==> src/rtl/flush_sequencer.sv <==
`timescale 1ns/1ps
// -----------------------------------------------------------------------------
// flush_sequencer
//
// Steps through the multi-stage flushes that the commit stage requests:
// FENCE, FENCE.I, FENCE.T, SFENCE.VMA, AMO pipeline flush and exception
// redirect. While a sequence is in flight the commit stage is halted. Every
// sequence ends with a one-cycle pipeline flush plus PC redirect, after which
// the FSM returns to IDLE.
//
// Ports:
//   clk_i, rst_ni        clock, asynchronous active-low reset
//   ex_valid_i           exception taken at commit (pulse)
//   fence_i              FENCE committed (pulse)
//   fence_i_i            FENCE.I committed (pulse)
//   fence_t_i            FENCE.T committed (pulse)
//   sfence_vma_i         SFENCE.VMA committed (pulse)
//   flush_commit_i       AMO flush request (pulse)
//   flush_dcache_ack_i   D$ flush complete
//   flush_dcache_o       D$ flush request (level, held until ack)
//   flush_icache_o       I$ flush (one-cycle pulse)
//   flush_tlb_o          TLB flush (one-cycle pulse)
//   flush_pipe_o         IF/ID/EX flush (one-cycle pulse)
//   set_pc_commit_o      frontend redirect (one-cycle pulse)
//   halt_o, busy_o       high whenever the FSM is not IDLE
//   flush_cycles_o       busy-cycle counter
//
// Handshake: requests are single-cycle pulses and are only accepted in IDLE;
// anything arriving while busy is dropped. flush_dcache_o is a level request
// that stays high until flush_dcache_ack_i is sampled high on a clock edge.
//
// Optional feature macro FLUSH_SEQUENCER_PERF_EN: when defined,
// flush_cycles_o is a saturating 32-bit count of busy cycles since reset;
// when undefined it is tied to zero and no counter flops exist.
//
// All outputs are decoded from the registered state only (Moore).
// -----------------------------------------------------------------------------
module flush_sequencer (
    input  logic        clk_i,
    input  logic        rst_ni,
    input  logic        ex_valid_i,
    input  logic        fence_i,
    input  logic        fence_i_i,
    input  logic        fence_t_i,
    input  logic        sfence_vma_i,
    input  logic        flush_commit_i,
    input  logic        flush_dcache_ack_i,
    output logic        flush_dcache_o,
    output logic        flush_icache_o,
    output logic        flush_tlb_o,
    output logic        flush_pipe_o,
    output logic        set_pc_commit_o,
    output logic        halt_o,
    output logic        busy_o,
    output logic [31:0] flush_cycles_o
);

    localparam logic [2:0] ST_IDLE   = 3'd0;
    localparam logic [2:0] ST_DCACHE = 3'd1;
    localparam logic [2:0] ST_ICACHE = 3'd2;
    localparam logic [2:0] ST_TLB    = 3'd3;
    localparam logic [2:0] ST_PIPE   = 3'd4;

    // Stored request type; only consulted in DCACHE and ICACHE to pick the
    // next step, so requests that never visit those states store REQ_NONE.
    localparam logic [1:0] REQ_FENCE   = 2'd0;
    localparam logic [1:0] REQ_FENCE_I = 2'd1;
    localparam logic [1:0] REQ_FENCE_T = 2'd2;
    localparam logic [1:0] REQ_NONE    = 2'd3;

    logic [2:0] state_q, state_d;
    logic [1:0] req_q, req_d;

    always_comb begin
        state_d = state_q;
        req_d   = req_q;
        case (state_q)
            ST_IDLE: begin
                // Fixed priority; lower-priority simultaneous requests are dropped.
                if (ex_valid_i) begin
                    state_d = ST_PIPE;
                    req_d   = REQ_NONE;
                end else if (fence_t_i) begin
                    state_d = ST_DCACHE;
                    req_d   = REQ_FENCE_T;
                end else if (fence_i_i) begin
                    state_d = ST_DCACHE;
                    req_d   = REQ_FENCE_I;
                end else if (fence_i) begin
                    state_d = ST_DCACHE;
                    req_d   = REQ_FENCE;
                end else if (sfence_vma_i) begin
                    state_d = ST_TLB;
                    req_d   = REQ_NONE;
                end else if (flush_commit_i) begin
                    state_d = ST_PIPE;
                    req_d   = REQ_NONE;
                end
            end
            ST_DCACHE: begin
                if (flush_dcache_ack_i) begin
                    state_d = (req_q == REQ_FENCE) ? ST_PIPE : ST_ICACHE;
                end
            end
            ST_ICACHE: begin
                state_d = (req_q == REQ_FENCE_T) ? ST_TLB : ST_PIPE;
            end
            ST_TLB: begin
                state_d = ST_PIPE;
            end
            ST_PIPE: begin
                state_d = ST_IDLE;
            end
            default: begin
                state_d = ST_IDLE;
            end
        endcase
    end

    always_ff @(posedge clk_i or negedge rst_ni) begin
        if (!rst_ni) begin
            state_q <= ST_IDLE;
            req_q   <= REQ_NONE;
        end else begin
            state_q <= state_d;
            req_q   <= req_d;
        end
    end

    assign flush_dcache_o  = (state_q == ST_DCACHE);
    assign flush_icache_o  = (state_q == ST_ICACHE);
    assign flush_tlb_o     = (state_q == ST_TLB);
    assign flush_pipe_o    = (state_q == ST_PIPE);
    assign set_pc_commit_o = (state_q == ST_PIPE);
    assign busy_o          = (state_q != ST_IDLE);
    assign halt_o          = (state_q != ST_IDLE);

`ifdef FLUSH_SEQUENCER_PERF_EN
    logic [31:0] cycles_q;

    // Saturating; never cleared except by reset.
    always_ff @(posedge clk_i or negedge rst_ni) begin
        if (!rst_ni) begin
            cycles_q <= 32'd0;
        end else if ((state_q != ST_IDLE) && (cycles_q != 32'hFFFF_FFFF)) begin
            cycles_q <= cycles_q + 32'd1;
        end
    end

    assign flush_cycles_o = cycles_q;
`else
    assign flush_cycles_o = 32'd0;
`endif

endmodule

==> config.mk <==
export PLATFORM = sky130hd
export DESIGN_NAME = flush_sequencer
export DESIGN_NICKNAME = d
export VERILOG_FILES = /design/src/rtl/flush_sequencer.sv
export SDC_FILE = /design/constraint.sdc
export NUM_CORES = 1
export LEC_CHECK = 0
export ABC_CLOCK_PERIOD_IN_PS = 3200
export BUFFER_PORTS_ARGS = -buffer_cell sky130_fd_sc_hd__buf_2
export CAP_MARGIN = 10
export CORE_MARGIN = 2
export CORE_UTILIZATION = 42
export CTS_CLUSTER_DIAMETER = 30
export DETAILED_ROUTE_END_ITERATION = 6
export PLACE_DENSITY = 0.84
export SLEW_MARGIN = 20
export SYNTH_ARGS = -nofsm -noshare
export SYNTH_HDL_FRONTEND = slang
export SYNTH_SLANG_ARGS = --single-unit
==> constraint.sdc <==
create_clock -name clk_i -period 3.2 [get_ports clk_i]
set_clock_uncertainty 0.15 [all_clocks]
set_input_delay 0.32 -clock clk_i [delete_from_list [all_inputs] [get_ports clk_i]]
set_output_delay 0.32 -clock clk_i [all_outputs]
set_load 0.005 [all_outputs]
==> flow_metrics.tcl, run 1 <==
set metrics [dict create \
    globalplace.congestion 0.775 \
    ys_seq_area_share_pct 20.2 \
    crit_buf_inv 2 \
    coreArea_um2 1350 \
    final.setup.tns_ns 0 \
    async_reset_ff_share_pct 100 \
    crit_arrival_ns 1.21 \
    initialDrtViolationCount 1 \
    critical-path-top-delay-family "flip-flops" \
    setup_viol 0 \
    netlist.area_leader.share_pct 40.4 \
    first_global_vias 376 \
    netlist_top_cells_area "buf_4 (40%), dfrtp_1 (12%), dfstp_2 (8.3%)" \
    synth.distinct_cells 26 \
    layout_worst_path_cycle_share_pct 52.4 \
    pin_count_of_the_biggest_net_entering_global_routing 10 \
    critical_path.max_fanout 7 \
    timing.critical_path.slowest_cell_delay_ns 0.48 \
    clkSinkCount 5 \
    drt-total-wl_um 1030 \
    critPathRequiredTime_ns 2.73 \
    clk_pin_slew_ns 0.04 \
    unrepaired_setup_endpoints_after_global_routing "no" \
    place.port_buffers 15 \
    run_status "finished clean" \
    post_synthesis_cell_area_um2 632 \
    path_type_of_the_worst_setup_path "flip-flop to output port" \
    grt_pass1_wl_um 1610 \
    finish.net_count 101 \
    crit_chain "inv_1, nor3b_1, buf_2" \
    die-width_um 42.8 \
    hp-start "sfence_vma_i" \
    synth_enable_flop_cells 0 \
    h-tree-depth 1 \
    hold_path_class "input pin to flip-flop" \
    drc_errors 0 \
    total_power_uw 430 \
    hpwl_um 845 \
    setup_slack_reg_to_reg_ns 1.65 \
    final_layout_size_suffix_gt1_share_pct 29.7 \
    drt-vias-per-instance 4.24 \
    synth_flop_cell "dfrtp_1" \
    timing.hold.worst_endpoint "state_q[1]" \
    ys_ff_latch 5 \
    yosysWarnings 0 \
    tritoncts "built" \
    end_kind "output port" \
    initial_antenna_violation_count 0 \
    final_number_of_max_transition_violations 0 \
    crit-reg2reg-capture "req_q[0]" \
    startpoint_type "flip-flop" \
    ys_top_cells_by_count "buf_4 (34), nor2_1 (5), dfrtp_1 (3), nor3b_1 (3), o21ai_0 (3)" \
    num_vias 449 \
    drv.max_cap_violation_count 0 \
    rows 13 \
    reg2reg_depth 4 \
    layout-area-overhead-vs-synth_pct -1.39 \
    antenna_violating_nets_post_route 0 \
    grt_use_total_pct 11.7 \
    timing.final.hold_violations 0 \
    period_minus_slack_ns 1.68 \
    number_of_diodes_added_for_antenna_fixing 0 \
    initial_utilization_pct 46.8 \
    root_buffer "clkbuf_4" \
    worst_reg2reg_startpoint "state_q[0]" \
    post-cts-setup-buffers 0 \
    num_cts_buffers 3 \
    average_cell_area_after_synthesis_um2 8.54 \
    clock_insertion_delay_worst_skew_ns 0.24 \
    avgRoutedWirePerCell_um 9.75 \
    vdd.ir_drop.worst_mv 0.283 \
    yosys.area.top_type "buf_4" \
    hold-path-cell-count 3 \
    yosysMostFrequentCell "buf_4" \
    powerDensity_nw_per_um2 691 \
    die_height_um 42.8 \
    dr.pass1.iters 2 \
    worst_path_max_delay_cell "dfrtp_1" \
    clock_tree.buffer_depth 2 \
    fillerInstances 136 \
    globalRoute.totalOverflow 0 \
    design.die.area_um2 1830 \
    total_leakage_power_nw 0.330 \
    synth_cells 74 \
    fmaxAchievable_mhz 596 \
    floorplan.io_pins 48 \
]
-- cell families after synthesis --
logic type      after synthesis  share of synthesized area [%]
simple gates                 19                           21.0
flops                         5                           20.2
mux                           2                           3.96
compound gates               10                           12.1
buf+inv                      37                           42.2
other cells                   1                          0.593
-- layer usage --
metal	up-vias	wire length [um]	share of wire, %	global-route usage [%]
li1	219	-	-	-
met1	206	445	43	12.9
met2	24	505	49	20.9
met3	0	84	8.1	3.83
met4	0	0	0	3.75
met5	-	0	0	0
-- worst max path at each step --
| stage | from | slack [ns] | depth (start not counted) | endpoint |
|---|---|---|---|---|
| after floorplan | state_q[0] | 1.78 | 4 | req_q[0] |
| after global placement | state_q[1] | 1.75 | 4 | req_q[0] |
| after detailed placement | state_q[0] | 1.67 | 4 | req_q[0] |
| after CTS | state_q[1] | 1.52 | 3 | flush_tlb_o |
| after global routing | state_q[1] | 1.39 | 3 | flush_icache_o |
| final | state_q[1] | 1.52 | 3 | flush_tlb_o |
-- report_power, final --
group,total (mW),switching (mW),internal [mW]
Sequential,0.150,0.0495,0.100
Combinational,0.208,0.103,0.104
Clock,0.0730,0.0259,0.0471
-- worst register-to-register path, delay by kind of cell (launching register included) --
kind / cells / cell delay, ns
and+or+nand+nor: 1 / 0.26
muxes: 1 / 0.32
AOI/OAI and AO/OA: 1 / 0.19
DFF: 1 / 0.49
buffers and inverters: 1 / 0.08
-- metrics by stage --
stage          hold slack, ns  setup slack, ns  cell area (um^2)  util [%]  std cells
2_1_floorplan          -0.126             1.78               748         -        105
3_3_place_gp          -0.0156             1.75               587      43.5        101
3_5_place_dp          -0.0151             1.67               587      43.5        101
4_1_cts                 0.238             1.52               623      46.2        106
5_1_grt                 0.240             1.39               623      46.2        106
6_report                0.251             1.52               623      46.2        106
-- flip-flops by register name, summed over array words and instances (netlist names) --
register  flops
req_q         2
state_q       3
-- layout by cell type, fill, tap and decap left out --
cell type / count
nor4_1: 1
nand3_1: 1
dfstp_2: 2
clkbuf_4: 3
nor3b_1: 3
nor2_1: 5
nor3_1: 2
buf_2: 15
inv_2: 1
conb_1: 32
clkbuf_1: 1
mux2_4: 1
or3_1: 1
nor4_4: 1
a21oi_1: 1
inv_1: 2
a2bb2oi_1: 1
o21ai_0: 3
o21bai_1: 2
dlygate4sd3_1: 1
nor2b_1: 1
a311oi_2: 1
a21oi_2: 1
nor3_4: 1
a311oi_1: 1
and3_2: 1
nand2b_1: 2
dfrtp_1: 3
mux2i_1: 1
-- repair_timing --
item                                   in CTS  in global routing
resized for setup                           0                  0
hold buffers                                1                  0
endpoints found under the hold margin       5                  0
-- area by class of cell --
type	count	area, um^2	area share (%)
clock buffer	4	26.3	4.22
inverter	3	11.3	1.81
multi-input combinational	63	354	56.8
sequential	5	128	20.5
tap	15	18.8	3.01
timing repair buffer	16	85.1	13.7
No activity file was read; power rests on OpenSTA's default activity.
==> run 2, diff against run 1 <==
--- a/config.mk
+++ b/config.mk
@@ -5,14 +5,15 @@
 export SDC_FILE = /design/constraint.sdc
 export NUM_CORES = 1
 export LEC_CHECK = 0
-export ABC_CLOCK_PERIOD_IN_PS = 3200
+export ABC_AREA = 1
+export ABC_CLOCK_PERIOD_IN_PS = 1490
 export BUFFER_PORTS_ARGS = -buffer_cell sky130_fd_sc_hd__buf_2
 export CAP_MARGIN = 10
 export CORE_MARGIN = 2
-export CORE_UTILIZATION = 42
+export CORE_UTILIZATION = 35
 export CTS_CLUSTER_DIAMETER = 30
 export DETAILED_ROUTE_END_ITERATION = 6
-export PLACE_DENSITY = 0.84
+export PLACE_DENSITY = 0.74
 export SLEW_MARGIN = 20
 export SYNTH_ARGS = -nofsm -noshare
 export SYNTH_HDL_FRONTEND = slang
==> constraint.sdc (replaced) <==
create_clock -name clk_i -period 1.49 [get_ports clk_i]
set_clock_uncertainty 0.15 [all_clocks]
set_input_delay 0.149 -clock clk_i [delete_from_list [all_inputs] [get_ports clk_i]]
set_output_delay 0.149 -clock clk_i [all_outputs]
set_load 0.005 [all_outputs]
==> flow_metrics.tcl, run 2 <==
set metrics [dict create \
    path_type_of_the_worst_setup_path "flip-flop to output port" \
    end_kind "output port" \
    drt-vias-per-instance 3.69 \
    ys_seq_area_share_pct 19.8 \
    final_number_of_max_transition_violations 0 \
    finish.net_count 126 \
    synth.distinct_cells 17 \
    ys_top_cells_by_count "buf_4 (34), nand2_1 (17), nor2_1 (11)" \
    clkSinkCount 5 \
    post_synthesis_cell_area_um2 646 \
    startpoint_type "flip-flop" \
    drt-total-wl_um 1040 \
    clk_pin_slew_ns 0.05 \
    total_power_uw 985 \
    clock_power_share_pct 16.5 \
    h-tree-depth 1 \
    initial_utilization_pct 37.4 \
    ys_ff_latch 5 \
    powerDensity_nw_per_um2 1510 \
    pin_count_of_the_biggest_net_entering_global_routing 7 \
    drv.max_cap_violation_count 0 \
    hpwl_um 889 \
    coreArea_um2 1730 \
    initial_antenna_violation_count 0 \
    layout-area-overhead-vs-synth_pct 1.36 \
    die_height_um 47.0 \
    grt_pass1_wl_um 1440 \
    number_of_diodes_added_for_antenna_fixing 0 \
    design.die.area_um2 2200 \
    rows 15 \
    floorplan.io_pins 48 \
    power.combinational.fraction_pct 51.7 \
    yosysWarnings 0 \
    antenna_violating_nets_post_route 0 \
    vdd.ir_drop.worst_mv 0.551 \
    run_status "finished clean" \
    final_cell_mix "conb_1 (32), nand2_1 (17), buf_2 (15)" \
    fmaxAchievable_mhz 708 \
    num_vias 520 \
    grt_use_total_pct 9.72 \
    synth_cells 99 \
    stdcell_area_um2 654 \
    synth_flop_cell "dfrtp_1" \
    final_layout_size_suffix_gt1_share_pct 25.0 \
    root_buffer "clkbuf_4" \
    clock_insertion_delay_worst_skew_ns 0.25 \
    post-cts-setup-buffers 0 \
    period_minus_slack_ns 1.41 \
    globalRoute.totalOverflow 0 \
    netlist.area_leader.share_pct 39.5 \
    first_global_vias 368 \
    p_seq_share_pct 31.8 \
    layout_commonest_cell "conb_1" \
    fillerInstances 191 \
    number_of_flip_flops_under_the_largest_register_name 3 \
    critical_path.max_fanout 5 \
    avgRoutedWirePerCell_um 7.36 \
    num_cts_buffers 3 \
    place.port_buffers 15 \
    globalplace.congestion 0.778 \
    power.switching_fraction_pct 45.8 \
    crit_arrival_ns 1.11 \
    critPathRequiredTime_ns 1.19 \
    clock_tree.buffer_depth 2 \
    postPlaceCellArea_um2 613 \
    synth_enable_flop_cells 0 \
    initialDrtViolationCount 5 \
    netlist_top_cells_area "buf_4 (40%), dfrtp_1 (12%), nand2_1 (9.9%)" \
    layout_worst_path_cycle_share_pct 94.8 \
    unrepaired_setup_endpoints_after_global_routing "yes" \
    switchingPower_uw 451 \
    total_leakage_power_nw 0.407 \
    die-width_um 47.0 \
    drc_errors 0 \
    max_flop_register "state_q" \
    yosysMostFrequentCell "buf_4" \
    setup_slack_reg_to_reg_ns 0.21 \
    async_reset_ff_share_pct 100 \
    hold_path_class "input pin to flip-flop" \
    tritoncts "built" \
    intPower_uw 534 \
    average_cell_area_after_synthesis_um2 6.52 \
    dr.pass1.iters 4 \
    timing.final.hold_violations 0 \
    top_regs "state_q: 3 flops, req_q: 2 flops" \
    setup_viol 0 \
    yosys.area.top_type "buf_4" \
]
## run 2: cell count changes in the layout (fill, tap and decap cells not counted), sizes merged, moves of 8 or more
cell,delta
nor2,+8
nand3,+8
inv,+9
nand2,+18
## run 2: through the flow
| step | TNS [ns] | setup WS, ns | utilization (%) | instances | hold slack, ns |
|---|---|---|---|---|---|
| after CTS | 0 | 0.0552 | 37.6 | 141 | 0.0641 |
| after floorplan | 0 | 0.321 | - | 130 | -0.297 |
| after global placement | 0 | 0.312 | 35.5 | 136 | -0.184 |
| after detailed placement | 0 | 0.211 | 35.5 | 136 | -0.181 |
| after global routing | -0.00371 | -0.00252 | 37.9 | 141 | 0.0954 |
| final | 0 | 0.0780 | 37.9 | 141 | 0.0787 |
## run 2: area by class of cell
class,count,area (um^2),area share [%]
inverter,12,45.0,6.88
multi-input combinational,79,339,51.8
clock buffer,4,26.3,4.02
timing repair buffer,16,85.1,13.0
sequential,5,128,19.5
tap,25,31.3,4.78
## run 2: final timing paths
path                                  from         end  cells past startpoint
worst max-delay path            state_q[1]      busy_o                      3
worst min-delay path               fence_i    req_q[1]                      4
worst max register to register  state_q[1]  state_q[2]                      6
worst min register to register    req_q[0]    req_q[0]                      2
max in group asynchronous           rst_ni    req_q[0]                      2
min in group asynchronous           rst_ni  state_q[1]                      2
## run 2: per-layer routing
| metal | vias to the layer above | track usage (%) | wire length (um) |
|---|---|---|---|
| met4 | 0 | 6.67 | 18 |
| met1 | 219 | 10.9 | 424 |
| met3 | 2 | 2.31 | 96 |
| met2 | 30 | 16.2 | 499 |
| li1 | 269 | - | - |
| met5 | - | 0 | 0 |
## run 2: logic make-up after synthesis
family	Yosys count	synth area share [%]
AOI/OAI and AO/OA	3	2.32
other	1	0.581
and+or+nand+nor	44	30.8
DFF	5	19.8
buffers and inverters	46	46.5
## run 2: critical path, stage by stage (launching register included)
cell     delay [ns]
dfrtp_1        0.43
nor2_2         0.19
nand2_2        0.11
buf_2          0.14
## run 2: power by group through the flow
stage               combinational, mW  clock (mW)  sequential (mW)
floorplan                       0.461           0            0.292
global placement                0.494           0            0.304
detailed placement              0.507           0            0.313
CTS                             0.511       0.170            0.312
global route                    0.603       0.175            0.330
finish                          0.509       0.163            0.313
## run 2: what timing repair did
| item | 4_1_cts | 5_1_grt |
|---|---|---|
| hold endpoints to repair | 5 | 0 |
| setup endpoints to repair | 0 | 2 |
| gates resized for setup | 0 | 1 |
| hold buffers | 1 | 0 |
